===== src/rtl/fp32_pkg.sv =====
// Shared fp32 constants, flag bit positions and operand classification
// used by the sequential fp32 arithmetic units.
package fp32_pkg;

    localparam int unsigned EXP_BIAS  = 127;
    localparam logic [31:0] FP32_QNAN = 32'h7FC00000;
    localparam logic [31:0] FP32_INF  = 32'h7F800000;

    localparam int unsigned FLAG_INVALID   = 3;
    localparam int unsigned FLAG_DIV_ZERO  = 2;
    localparam int unsigned FLAG_OVERFLOW  = 1;
    localparam int unsigned FLAG_UNDERFLOW = 0;

    localparam int unsigned DIV_ITERS = 26;

    typedef enum logic [1:0] {
        FP_ZERO,
        FP_NORMAL,
        FP_INF,
        FP_NAN
    } fp_class_t;

    typedef struct packed {
        logic        sign;
        logic [7:0]  exp;
        logic [23:0] mant;
        fp_class_t   cls;
    } fp_unpacked_t;

    // Denormals (exp == 0) classify as zero: the units flush to zero.
    function automatic fp_unpacked_t fp32_unpack(input logic [31:0] x);
        fp_unpacked_t u;
        u.sign = x[31];
        u.exp  = x[30:23];
        u.mant = {1'b1, x[22:0]};
        if (x[30:23] == 8'h00) begin
            u.cls = FP_ZERO;
        end else if (x[30:23] == 8'hFF) begin
            u.cls = (x[22:0] != 23'd0) ? FP_NAN : FP_INF;
        end else begin
            u.cls = FP_NORMAL;
        end
        return u;
    endfunction

endpackage


===== src/rtl/fp32_round_rne.sv =====
// Round-to-nearest-even and range check of a normalised significand;
// saturates to infinity and flushes results below the normal range to zero.
module fp32_round_rne
    import fp32_pkg::*;
(
    input  logic              sign,
    input  logic signed [9:0] exp,
    input  logic [23:0]       mant,
    input  logic              guard,
    input  logic              round,
    input  logic              sticky,
    output logic [31:0]       result,
    output logic              overflow,
    output logic              underflow
);

    logic              inc;
    logic [24:0]       sum;
    logic [23:0]       mant_adj;
    logic signed [9:0] exp_adj;

    always_comb begin
        inc      = guard & (round | sticky | mant[0]);
        sum      = {1'b0, mant} + {24'd0, inc};
        mant_adj = sum[24] ? 24'h800000 : sum[23:0];
        exp_adj  = sum[24] ? exp + 10'sd1 : exp;

        overflow  = 1'b0;
        underflow = 1'b0;
        result    = {sign, exp_adj[7:0], mant_adj[22:0]};
        // A significand without its hidden bit carries no value and is treated as zero.
        if (exp_adj >= 10'sd255) begin
            result   = {sign, FP32_INF[30:0]};
            overflow = 1'b1;
        end else if (exp_adj <= 10'sd0 || !mant_adj[23]) begin
            result    = {sign, 31'd0};
            underflow = 1'b1;
        end
    end

endmodule


===== src/rtl/fp32_div.sv =====
// Sequential fp32 divider: one restoring-division quotient bit per cycle,
// special operands resolved at acceptance, RNE rounding in a final cycle.
module fp32_div
    import fp32_pkg::*;
(
    input  logic        clk,
    input  logic        rst,
    input  logic        in_valid,
    output logic        in_ready,
    input  logic [31:0] a,
    input  logic [31:0] b,
    output logic        out_valid,
    input  logic        out_ready,
    output logic [31:0] result,
    output logic [3:0]  flags
);

    typedef enum logic [1:0] {
        IDLE,
        DIV,
        ROUND,
        DONE
    } div_state_t;

    div_state_t        state, state_next;
    logic [4:0]        cnt;
    logic [25:0]       rem;
    logic [25:0]       rem_next;
    logic [25:0]       rem_sel;
    logic [23:0]       mb_r;
    logic [25:0]       quo;
    logic signed [9:0] exp_r;
    logic              sign_r;
    logic              q_bit;

    fp_unpacked_t      ua, ub;
    logic              sgn;
    logic              spec_hit;
    logic [31:0]       spec_result;
    logic [3:0]        spec_flags;
    logic              pre_shift;
    logic [24:0]       ma_norm;
    logic [9:0]        exp_init;

    logic [31:0]       rnd_result;
    logic              rnd_ovf, rnd_unf;

    assign ua  = fp32_unpack(a);
    assign ub  = fp32_unpack(b);
    assign sgn = ua.sign ^ ub.sign;

    always_comb begin
        spec_hit    = 1'b1;
        spec_result = '0;
        spec_flags  = '0;
        if (ua.cls == FP_NAN || ub.cls == FP_NAN) begin
            spec_result = FP32_QNAN;
        end else if ((ua.cls == FP_ZERO && ub.cls == FP_ZERO) ||
                     (ua.cls == FP_INF  && ub.cls == FP_INF)) begin
            spec_result               = FP32_QNAN;
            spec_flags[FLAG_INVALID]  = 1'b1;
        end else if (ua.cls == FP_NORMAL && ub.cls == FP_ZERO) begin
            spec_result               = {sgn, FP32_INF[30:0]};
            spec_flags[FLAG_DIV_ZERO] = 1'b1;
        end else if (ua.cls == FP_INF) begin
            spec_result = {sgn, FP32_INF[30:0]};
        end else if (ua.cls == FP_ZERO || ub.cls == FP_INF) begin
            spec_result = {sgn, 31'd0};
        end else begin
            spec_hit = 1'b0;
        end
    end

    // Doubling the dividend when ma < mb keeps the quotient in [1,2).
    always_comb begin
        pre_shift = (ua.mant < ub.mant);
        ma_norm   = pre_shift ? {ua.mant, 1'b0} : {1'b0, ua.mant};
        exp_init  = {2'b00, ua.exp} - {2'b00, ub.exp} + 10'(EXP_BIAS) - {9'd0, pre_shift};
    end

    always_comb begin
        q_bit    = (rem >= {2'b00, mb_r});
        rem_sel  = q_bit ? rem - {2'b00, mb_r} : rem;
        rem_next = rem_sel << 1;
    end

    fp32_round_rne u_round (
        .sign      (sign_r),
        .exp       (exp_r),
        .mant      (quo[25:2]),
        .guard     (quo[1]),
        .round     (quo[0]),
        .sticky    (|rem),
        .result    (rnd_result),
        .overflow  (rnd_ovf),
        .underflow (rnd_unf)
    );

    always_ff @(posedge clk) begin
        if (rst) begin
            state <= IDLE;
        end else begin
            state <= state_next;
        end
    end

    always_comb begin
        state_next = state;
        in_ready   = 1'b0;
        out_valid  = 1'b0;
        case (state)
            IDLE: begin
                in_ready = 1'b1;
                if (in_valid) begin
                    state_next = spec_hit ? DONE : DIV;
                end
            end
            DIV: begin
                if (cnt == 5'(DIV_ITERS - 1)) begin
                    state_next = ROUND;
                end
            end
            ROUND: state_next = DONE;
            DONE: begin
                out_valid = 1'b1;
                if (out_ready) begin
                    state_next = IDLE;
                end
            end
            default: state_next = IDLE;
        endcase
    end

    always_ff @(posedge clk) begin
        if (rst) begin
            cnt    <= '0;
            rem    <= '0;
            mb_r   <= '0;
            quo    <= '0;
            exp_r  <= '0;
            sign_r <= 1'b0;
            result <= '0;
            flags  <= '0;
        end else begin
            case (state)
                IDLE: begin
                    if (in_valid) begin
                        rem    <= {1'b0, ma_norm};
                        mb_r   <= ub.mant;
                        quo    <= '0;
                        exp_r  <= exp_init;
                        sign_r <= sgn;
                        cnt    <= '0;
                        if (spec_hit) begin
                            result <= spec_result;
                            flags  <= spec_flags;
                        end
                    end
                end
                DIV: begin
                    rem <= rem_next;
                    quo <= {quo[24:0], q_bit};
                    cnt <= cnt + 5'd1;
                end
                ROUND: begin
                    result <= rnd_result;
                    flags  <= {1'b0, 1'b0, rnd_ovf, rnd_unf};
                end
                default: ;
            endcase
        end
    end

endmodule


===== config.mk =====
export PLATFORM = sky130hd
export DESIGN_NAME = fp32_div
export DESIGN_NICKNAME = d
export VERILOG_FILES = /design/src/rtl/fp32_pkg.sv /design/src/rtl/fp32_round_rne.sv /design/src/rtl/fp32_div.sv
export SDC_FILE = /design/constraint.sdc
export NUM_CORES = 1
export LEC_CHECK = 0
export CAP_MARGIN = 20
export CORE_AREA = 2 2 159 238
export DETAILED_ROUTE_END_ITERATION = 10
export DIE_AREA = 0 0 161 240
export GPL_ROUTABILITY_DRIVEN = 0
export PLACE_DENSITY_LB_ADDON = 0.1
export SETUP_SLACK_MARGIN = 0.1
export SLEW_MARGIN = 5
export SYNTH_ARGS = -nofsm -noshare
export SYNTH_HDL_FRONTEND = slang
export SYNTH_SLANG_ARGS = --single-unit
export TNS_END_PERCENT = 100

===== constraint.sdc =====
create_clock -name clk -period 6.2 [get_ports clk]
set_input_delay 0.62 -clock clk [delete_from_list [all_inputs] [get_ports clk]]
set_output_delay 0.62 -clock clk [all_outputs]
set_load 0.02 [all_outputs]

# Word-level counts from Yosys, hierarchy flattened

Index checks and enable logic that the tools add are counted.
Widths: inputs -> output; s select.

Flip-flop bits (word level): 130
Logic and storage cells: 109

Add/sub/neg operators: 7
$lt $le $gt $ge: 4
Equality and inequality tests: 15
Muxes and demuxes: 48
Bitwise gates (word level): 4
Reductions and logical operators: 22

Operator list:

| operator              | number |
|---|---|
| $mux 32               | 7 |
| $pmux 26 s2           | 2 |
| $pmux 32 s2           | 1 |
| $mux 31               | 2 |
| $mux 26               | 2 |
| $mux 25               | 2 |
| $reduce_bool 23->1    | 2 |
| $ge 26x24->1          | 1 |
| $reduce_or 26->1      | 1 |
| $add 24x1->25         | 1 |
| $sub 25x24->25        | 1 |
| $lt 24x24->1          | 1 |
| $mux 24               | 1 |
| $mux 2                | 9 |
| $eq 8x8->1 const B    | 2 |
| $logic_not 8->1       | 2 |
| $mux 1                | 15 |
| $eq 2x2->1 const B    | 6 |
| $add 10x2->10 const B | 1 |
| $add 9x8->10 const B  | 1 |
| $ge 10x9->1 const B   | 1 |
| $le 10x1->1 const B   | 1 |
| $mux 10               | 1 |
| $pmux 5 s2            | 1 |
| other kinds (20)      | 36 |

# Depth between registers and ports, before layout

Gate-level depths: netlist (run 1).

Depth in word-level cells: 14
Mapped depth: 20
Depth with buffers taken out: 19

# Hierarchy

A second synthesis (run 1) with hierarchy kept.

Cells, all modules: 1,223
Area total of the unflattened synthesis: 9,409.0 um^2

By module, submodules not included:

| module         | times used | cells each | area each (um^2) | seq. area each (um^2) |
|---|---|---|---|---|
| fp32_div       | 1          | 1,011      | 8,060.2          | 2,602.5 |
| fp32_round_rne | 1          | 212        | 1,348.8          | 0.0 |

# Worst setup path before layout (run 1)

OpenSTA, ideal clock, no wires.

Path type: in2reg
Start: input port b[7]
End: register exp_r[9]
Setup time: 0.065 ns
Data arrival time: 4.492 ns
Required time: 6.135 ns
Path slack: 1.643 ns
Stages: 20
Path buffers: 1
Path through: inv_1 ha_1 a211o_1 a21oi_1 o21ai_0 a211o_1 a211oi_2 clkbuf_1 inv_1 ha_1 ha_1 fa_1 a21o_1 a21oi_1 nor2b_1 o21a_1 o21ai_0 nor4b_1 a21oi_1 nor2_1

Word-level cells in the longest chain between the ends: 2

RTL lines:

| item                   | RTL line        | text |
|---|---|---|
| start: declaration     | fp32_div.sv:11  | `input logic [31:0] b,` |
| $lt 24x24->1           | fp32_div.sv:76  | `pre_shift = (ua.mant < ub.mant);` |
| $sub 10x1->10          | fp32_div.sv:78  | `exp_init = {2'b00, ua.exp} - {2'b00, ub.exp} + 10'(EXP_BIAS) - {9'd0, pre_shift};` |
| end signal: assignment | fp32_div.sv:151 | `exp_r <= exp_init;` |
| end: declaration       | fp32_div.sv:32  | `logic signed [9:0] exp_r;` |

No other way between the ends.
A chain may end at the register's enable or synchronous reset.

# Worst setup path in the final report (run 1)

Same ends and word-level chain as after synthesis.

==> results.yml, run 1 <==
global_routing:
  met3_usage_pct: 2.21
  busiest_layer: "met2"
  grt_use_met1_pct: 17.9
  grt_pass1_wl_microns: 49500
  grt_antenna_before_repair: 1
  first_global_vias: 8554
  globalRouteOverflowTotal: 0
  met2_usage_pct: 32.4
  grt.total_usage_pct: 16.9
  grt_max_degree: 73
clock_tree:
  cts_buffer_depth: 2
  cts_hold_buf: 0
  cts_made_buffers: 17
  root_buffer: "clkbuf_16"
  insertion_delay_ns: 0.44
  cts_tree: "yes"
  cts.clk_slew.worst_paths_ns: 0.06
  htreeDepth: 4
  cts_resized: 0
  clock-sinks: 130
  post_cts_buffers: 0
die:
  io_pins: 106
  die_area_sq_um: 38600
  fp.dieH_microns: 240
  core_area_sq_um: 36600
  start_util_pct: 24.7
  rows: 86
  die_w_microns: 161
sta:
  slew-limit-headroom_pct: 37.0
  fin_crit_sh_pct: 71.5
  finalHoldViolCount: 0
  setup_viol: 0
  final.setup.tns_ns: 0
  worst_slew_pin_slew_ns: 0.934
  skew_ns: 0.00932
  fin_crit_ns: 4.43
  max_freq_mhz: 226
  worst_slack_ns: 1.77
  rsz0062_at_grt: "false"
  drv_slew: 0
detailed_routing:
  drtIter0Drc: 323
  antenna_left: 0
  drc: 0
  wl_per_cell_microns: 18.3
  first_pass_iters: 4
  vias_per_cell: 4.92
  drt_wl_total_microns: 32100
  via_count: 8608
yosys:
  synth-edff-count: 0
  synth_cells: 1174
  ys_types: 69
  postSynthAreaPerCell_sq_um: 7.70
  yosysWarnings: 0
  synth_nets: 1315
  netlist_area_sq_um: 9040
  yosysSeqAreaShare_pct: 28.8
  synthArstFlopShare_pct: 0
  synth-seq-cells: 130
  ys.flop_type: "dfxtp_1"
power:
  p_leak_nw: 4.19
  vdd_drop_max_v: 0.000230
  p_per_area_nw_per_um2: 457
cells_and_area:
  area.growth.synth_to_final_pct: 23.1
  drive_gt1_share_pct: 8.70
  mostFrequentLayoutCells: "nand2_1 (163), dfxtp_1 (130), clkdlybuf4s50_1 (104)"
  nFillCells: 4083
  diodes: 0
  final_common_cell: "nand2_1"
  nNetsFinal: 1392
setup_path:
  crit_fanout: 6
  endpoint_kind: "flip-flop"
  cp_slowest_cell: "clkdlybuf4s50_1"
  required_ns: 6.57
  cp-start-kind: "primary input"
  cpLargestDelayFamily: "compound AO/OA/AOI/OAI gates"
  max_stage_delay_ns: 0.50
  critPathArrivalTime_ns: 4.80
  path_class: "primary input to flip-flop"
  crit_path_cell_trace: "clkdlybuf4s50_1, inv_1, ha_1, a211o_1, a21oi_1, o21ai_0, a211o_1, a211oi_4, inv_1, ha_1, ha_1, fa_1, a21o_1, a21oi_1, nor2b_1, o21a_1, o21ai_0, nor4b_1, a21oi_1, nor2_1"
  critPathBufInv: 3
place:
  dp_hpwl_microns: 24700
  portBuffers: 105
  place_ws_ns: 1.36
min_path:
  hp-class: "flip-flop to flip-flop"
job:
  drv_cap: 0
outcome:
  status: "completed"
cells in the mapped netlist (7+ instances only):
cell | instances | area [sq um]
nand3_1 | 25 | 125
o21ai_0 | 45 | 225
a21oi_1 | 98 | 490
mux2_2 | 10 | 113
a22oi_1 | 28 | 210
o21ai_2 | 20 | 175
xor2_1 | 32 | 280
nor4_1 | 26 | 163
dfxtp_1 | 130 | 2600
or3_1 | 9 | 56.3
o211ai_1 | 10 | 75.1
or2_2 | 9 | 56.3
and3_1 | 9 | 56.3
a31oi_1 | 7 | 43.8
and2_1 | 8 | 50.1
nand4_1 | 24 | 150
o21a_1 | 7 | 52.6
xnor2_1 | 35 | 307
nand2_1 | 163 | 612
mux2i_1 | 11 | 110
a21o_1 | 15 | 113
nor3_1 | 21 | 105
nor2_1 | 92 | 345
inv_1 | 91 | 342
ha_1 | 70 | 876
a211oi_1 | 17 | 128
clkbuf_1 | 52 | 195
o221a_2 | 9 | 101
where the power goes:
| group | switching [W] | leakage (nW) | internal, W |
|---|---|---|---|
| logic | 0.00184 | 2.88 | 0.00111 |
| clock network | 0.000416 | 0.252 | 0.000551 |
| registers | 0.000195 | 1.06 | 0.000984 |
final cells by class:
| type | instances | area (sq um) | area share, % |
|---|---|---|---|
| clock inverters | 12 | 113 | 1.01 |
| repair buffers | 119 | 1150 | 10.3 |
| multi-input cells | 892 | 5880 | 52.8 |
| well taps | 484 | 606 | 5.44 |
| inverters | 91 | 342 | 3.07 |
| clock buffers | 20 | 437 | 3.92 |
| flip-flops and latches | 130 | 2600 | 23.4 |
worst paths after layout:
path	startpoint	slack, ns	cells after the start	endpoint
worst min register to register	result[2]$_SDFFE_PP0P_	0.45	2	result[2]$_SDFFE_PP0P_
worst max-delay path	b[7]	1.77	20	exp_r[9]$_SDFFE_PP0P_
worst min-delay path	result[2]$_SDFFE_PP0P_	0.45	2	result[2]$_SDFFE_PP0P_
worst max register to register	quo[2]$_SDFFE_PP0P_	2.70	10	result[2]$_SDFFE_PP0P_
layer usage:
layer	up-vias	wire, microns
met4	2	1280
met3	46	850
met5	-	11
met2	167	17400
met1	4041	12500
li1	4352	-
worst reg2reg max path, cell delays in order, from the launching register on:
cell	delay, ns
dfxtp_1	0.42
and2_1	0.16
ha_1	0.22
nand4_1	0.19
nor4_2	0.25
buf_4	0.23
and2_1	0.47
o21ai_0	0.26
a41o_2	0.37
or4_4	0.63
o21ai_0	0.24
stage by stage:
stage                     utilization, %  cells  area [sq um]  power, W  hold slack (ns)
after floorplan                        -   1174          9040   0.00321            0.435
after global placement              28.9   1716         10600   0.00416            0.439
after detailed placement            28.9   1716         10600   0.00415            0.442
after CTS                           30.4   1748         11100   0.00514            0.456
after global routing                30.4   1748         11100   0.00549            0.474
final                               30.4   1748         11100   0.00509            0.451
flip-flops by register name (all words and copies together), names as in the netlist:
register / flops
sign_r: 1
rem: 26
cnt: 5
state: 2
mb_r: 24
result: 32
exp_r: 10
quo: 26
flags: 4
cell families after synthesis:
kind of cell | share of synthesized area [%]
AO/OA/AOI/OAI | 23.6
multiplexers | 2.46
adder cells (fa/ha/maj) | 10.4
buffers and inverters | 6.52
AND/OR/NAND/NOR | 21.8
XOR/XNOR | 6.49
flip-flops | 28.8
Power figures use the tool's default switching activity.
==> run 2: changes to the inputs <==
clock period = 4.37 ns   (was 6.2 ns; I/O delays follow)
==> run 2 against run 1 <==
Against the previous run: clock power grew 47%; final cell count grew 1.6%; worst setup slack worse by 1.3 ns; core utilization increased by 0.66 points; routed wire length shrank 0.37%; critical path depth stayed put; critical path type unchanged.
==> results.yml, run 2 (synthesized netlist as in run 1, its figures left out) <==
setup_path:
  cpLargestDelayFamily: "compound AO/OA/AOI/OAI gates"
  critPathArrivalTime_ns: 4.31
  max_stage_delay_ns: 0.47
  crit_path_cell_trace: "clkdlybuf4s50_1, inv_1, ha_1, a211o_1, a21oi_1, o21ai_0, a211o_1, a211oi_4, inv_1, ha_1, ha_1, fa_1, a21o_1, a21oi_2, nor2b_1, o21a_1, o21ai_0, nor4b_2, a21oi_1, nor2_1"
  endpoint_kind: "flip-flop"
  required_ns: 4.75
  path_common_cell: "ha_1"
  critPathBufInv: 3
  path_class: "primary input to flip-flop"
  cp-start-kind: "primary input"
  cp_slowest_cell: "clkdlybuf4s50_1"
  crit_fanout: 2
cells_and_area:
  stdcell_area_sq_um: 11400
  area.growth.synth_to_final_pct: 25.8
  mostFrequentLayoutCells: "nand2_1 (163), dfxtp_1 (130), clkdlybuf4s50_1 (104)"
  top_regs: "result x32, quo x26, rem x26"
  diodes: 0
  nNetsFinal: 1420
  top_register: "result"
  largest_reg_flops: 32
  final_common_cell: "nand2_1"
  nFillCells: 4010
  drive_gt1_share_pct: 11.0
place:
  placed_cell_area_sq_um: 10800
  place_ws_ns: -0.0357
  portBuffers: 105
  dp_hpwl_microns: 25000
sta:
  fin_crit_sh_pct: 90.0
  fin_crit_ns: 3.93
  slew-limit-headroom_pct: 38.1
  rsz0062_at_grt: "false"
  max_freq_mhz: 254
  finalHoldViolCount: 0
  skew_ns: 0.0113
  worst_slack_ns: 0.437
  worst_slew_pin_slew_ns: 0.925
  setup_viol: 0
  whs_ns: 0.360
  drv_slew: 0
die:
  die_w_microns: 161
  fp.dieH_microns: 240
  start_util_pct: 24.7
  rows: 86
  core_area_sq_um: 36600
  die_area_sq_um: 38600
  io_pins: 106
clock_tree:
  cts.clk_slew.worst_paths_ns: 0.06
  htreeDepth: 4
  cts_tree: "yes"
  cts_resized: 0
  cts_hold_buf: 0
  cts_made_buffers: 17
  post_cts_buffers: 0
  clock-sinks: 130
  insertion_delay_ns: 0.45
  root_buffer: "clkbuf_16"
  cts_buffer_depth: 2
global_routing:
  grt_antenna_before_repair: 0
  grt_pass1_wl_microns: 49400
  grt.total_usage_pct: 16.7
  grt_use_met1_pct: 17.7
  met3_usage_pct: 2.50
  met2_usage_pct: 32.2
  globalRouteOverflowTotal: 0
  busiest_layer: "met2"
  first_global_vias: 8692
  grt_max_degree: 71
detailed_routing:
  drt_wl_total_microns: 31900
  via_count: 8687
  drc: 0
  wl_per_cell_microns: 18.0
  vias_per_cell: 4.89
  drtIter0Drc: 316
  antenna_left: 0
  first_pass_iters: 5
power:
  p_per_area_nw_per_um2: 641
  total_power_w: 0.00729
  p_leak_nw: 4.34
  vdd_drop_max_v: 0.000367
outcome:
  status: "completed"
job:
  drv_cap: 0
min_path:
  hp-class: "primary input to flip-flop"
run 2: worst paths after layout:
path	cells past startpoint	slack (ns)	from	to
setup / recovery	20	0.44	b[7]	exp_r[9]$_SDFFE_PP0P_
hold / removal	2	0.36	rst	quo[25]$_SDFFE_PP0P_
setup reg to reg	9	0.87	rem[9]$_SDFFE_PP0P_	rem[17]$_SDFFE_PP0P_
hold reg to reg	2	0.45	mb_r[13]$_SDFFE_PP0P_	mb_r[13]$_SDFFE_PP0P_
run 2: layer usage:
| layer | wire [microns] | share of wire, % |
|---|---|---|
| met1 | 12600 | 40 |
| met4 | 1140 | 3.6 |
| met5 | 0 | 0 |
| met2 | 17300 | 54 |
| met3 | 906 | 2.8 |
run 2: worst register-to-register path, delay by kind of cell, from the launching register on:
kind | cells | cell delay [ns]
AOI/OAI and AO/OA | 4 | 1.38
and+or+nand+nor | 3 | 0.85
adders and majority gates | 1 | 0.42
muxes | 1 | 0.38
DFF | 1 | 0.35
run 2: power by group:
group	internal [W]	total, W	switching, W
Sequential	0.00140	0.00167	0.000274
Combinational	0.00161	0.00420	0.00259
Clock	0.000804	0.00142	0.000615
run 2: through the flow:
stage,instances,setup TNS (ns),util (%)
floorplan,1174,0,-
global placement,1744,-0.0457,29.5
detailed placement,1744,-0.0357,29.5
CTS,1776,0,31.0
global route,1776,0,31.1
finish,1776,0,31.1
run 2: area by class of cell:
type                    count  area (sq um)  area share (%)
repair buffers            147          1360            12.0
clock inverters            13           126            1.11
clock buffers              19           443            3.90
flip-flops and latches    130          2600            22.9
inverters                  91           342            3.00
multi-input cells         892          5890            51.8
well taps                 484           606            5.33
==> run 3: changes to the inputs <==
CTS_CLUSTER_SIZE = 20   (was default)
REMOVE_ABC_BUFFERS = 1   (was default)
clock period = 3.55 ns   (was 4.37 ns; I/O delays follow)
==> run 3 against run 2 <==
Against the previous run: clock-buffer cell count shrank 1; clock skew shrank 0.00082 ns; via count grew 2.1%; final area grew 7.3%; power grew 27%; flip-flop and latch count is the same; critical path depth shrank 1; critical path type unchanged; sequential share of layout area shrank 1.5 points; die area is the same; clock power grew 26%; register-to-register slack lost 0.53 ns.
==> results.yml, run 3 (synthesized netlist as in run 1, its figures left out) <==
outcome:
  status: "completed"
detailed_routing:
  first_pass_iters: 5
  drtIter0Drc: 497
  drc: 0
  vias_per_cell: 4.80
  wl_per_cell_microns: 17.7
  via_count: 8867
  antenna_left: 0
  drt_wl_total_microns: 32800
setup_path:
  path_common_cell: "ha_4"
  cp-start-kind: "primary input"
  endpoint_kind: "flip-flop"
  path_class: "primary input to flip-flop"
  crit_fanout: 2
  critPathBufInv: 2
  crit_path_cell_trace: "clkbuf_2, ha_4, a211o_1, a21oi_2, o21ai_1, a211o_1, a211oi_4, inv_2, ha_4, ha_4, fa_2, a21o_1, a21oi_2, nor2b_1, o21a_1, o21ai_2, nor4b_4, a21oi_1, nor2_1"
  critPathArrivalTime_ns: 3.62
  cpLargestDelayFamily: "compound AO/OA/AOI/OAI gates"
  required_ns: 3.92
  cp_slowest_cell: "fa_2"
  max_stage_delay_ns: 0.34
clock_tree:
  cts_tree: "yes"
  insertion_delay_ns: 0.44
  root_buffer: "clkbuf_16"
  clock-sinks: 130
  cts_made_buffers: 17
  htreeDepth: 4
  cts_hold_buf: 0
  cts.clk_slew.worst_paths_ns: 0.06
  cts_buffer_depth: 2
global_routing:
  first_global_vias: 8738
  met2_usage_pct: 33.7
  grt_max_degree: 45
  met3_usage_pct: 2.38
  busiest_layer: "met2"
  grt_use_met1_pct: 17.1
  globalRouteOverflowTotal: 0
  grt_pass1_wl_microns: 49100
  grt.total_usage_pct: 16.6
  grt_antenna_before_repair: 0
sta:
  fin_crit_ns: 3.25
  skew_ns: 0.0105
  worst_slew_pin_slew_ns: 0.845
  max_freq_mhz: 308
  rsz0062_at_grt: "false"
  drv_slew: 0
  whs_ns: 0.291
  setup_viol: 0
  finalHoldViolCount: 0
  slew-limit-headroom_pct: 43.4
  fin_crit_sh_pct: 91.5
  worst_slack_ns: 0.302
die:
  core_area_sq_um: 36600
  io_pins: 106
  die_w_microns: 161
  start_util_pct: 24.7
  rows: 86
  fp.dieH_microns: 240
  die_area_sq_um: 38600
min_path:
  hp-class: "primary input to flip-flop"
power:
  intPower_w: 0.00498
  p_per_area_nw_per_um2: 756
  vdd_drop_max_v: 0.000320
  p_clk_share_pct: 19.4
  p_comb_share_pct: 58.7
  p_switching_w: 0.00424
  seqPwrFrac_pct: 22.0
  p_leak_nw: 4.96
  total_power_w: 0.00923
  p_sw_share_pct: 46.0
cells_and_area:
  diodes: 0
  nNetsFinal: 1491
  top_regs: "result x32, quo x26, rem x26"
  drive_gt1_share_pct: 20.1
  final_common_cell: "nand2_1"
  stdcell_area_sq_um: 12200
  area.growth.synth_to_final_pct: 35.0
  largest_reg_flops: 32
  final_cells: 1847
  mostFrequentLayoutCells: "nand2_1 (162), dfxtp_1 (128), buf_4 (110)"
  top_register: "result"
job:
  drv_cap: 0
place:
  dp.cells: 1803
  dp_hpwl_microns: 25300
  placed_cell_area_sq_um: 11200
  portBuffers: 105
  place_ws_ns: -0.933
## run 3: cell types whose count changed in the layout (fill, tap and decap cells not counted), sizes merged, moves of 2 or more
cell / before / now
dlymetal6s2s: 0 / 27
clkdlybuf4s50: 104 / 62
clkinv: 4 / 6
buf: 43 / 112
or4: 4 / 6
clkbuf: 19 / 33
## run 3: repair_timing
action / 4_1_cts / 5_1_grt
hold endpoints to repair: 0 / 0
setup endpoints to repair: 5 / 29
gates cloned: 0 / 2
setup buffers: 9 / 1
pin swaps: 14 / 31
resized for setup: 39 / 95
## run 3: per-layer routing
metal / vias up / share of wire (%)
met5: - / 0
li1: 4558 / -
met2: 129 / 57
met1: 4151 / 39
met4: 0 / 2.2
met3: 29 / 2.1
## run 3: tightest hold or removal path, cell delays in order
cell      delay [ns]
clkbuf_2        0.09
buf_4           0.13
nand2_1         0.05
a21oi_1         0.05
## run 3: area by class of cell
| cell class | instances | area (sq um) |
|---|---|---|
| fill | 3936 | 24400 |
| multi-input combinational | 894 | 6180 |
| sequential | 130 | 2610 |
| timing repair buffer | 216 | 1880 |
| tap | 484 | 606 |
| clock buffer | 18 | 429 |
| inverter | 91 | 342 |
| clock inverter | 14 | 156 |
## run 3: final timing paths
kind | cells after the start | slack (ns) | to | start
setup / recovery | 19 | 0.30 | exp_r[9]$_SDFFE_PP0P_ | a[7]
setup reg to reg | 12 | 0.34 | result[5]$_SDFFE_PP0P_ | quo[2]$_SDFFE_PP0P_
hold / removal | 4 | 0.29 | mb_r[6]$_SDFFE_PP0P_ | b[6]
hold reg to reg | 2 | 0.45 | result[18]$_SDFFE_PP0P_ | result[18]$_SDFFE_PP0P_
## run 3: power groups by stage
stage	Clock (W)	Sequential, W	Combinational, W
2_1_floorplan	0	0.00197	0.00351
3_3_place_gp	0	0.00206	0.00536
3_5_place_dp	0	0.00206	0.00534
4_1_cts	0.00184	0.00203	0.00540
5_1_grt	0.00189	0.00207	0.00598
6_report	0.00179	0.00203	0.00541
## run 3: stage by stage
step           utilization (%)  TNS (ns)
6_report                  33.3         0
5_1_grt                   33.3         0
4_1_cts                   32.7         0
3_5_place_dp              30.7     -3.85
3_3_place_gp              30.7     -3.45
2_1_floorplan                -    -27.52
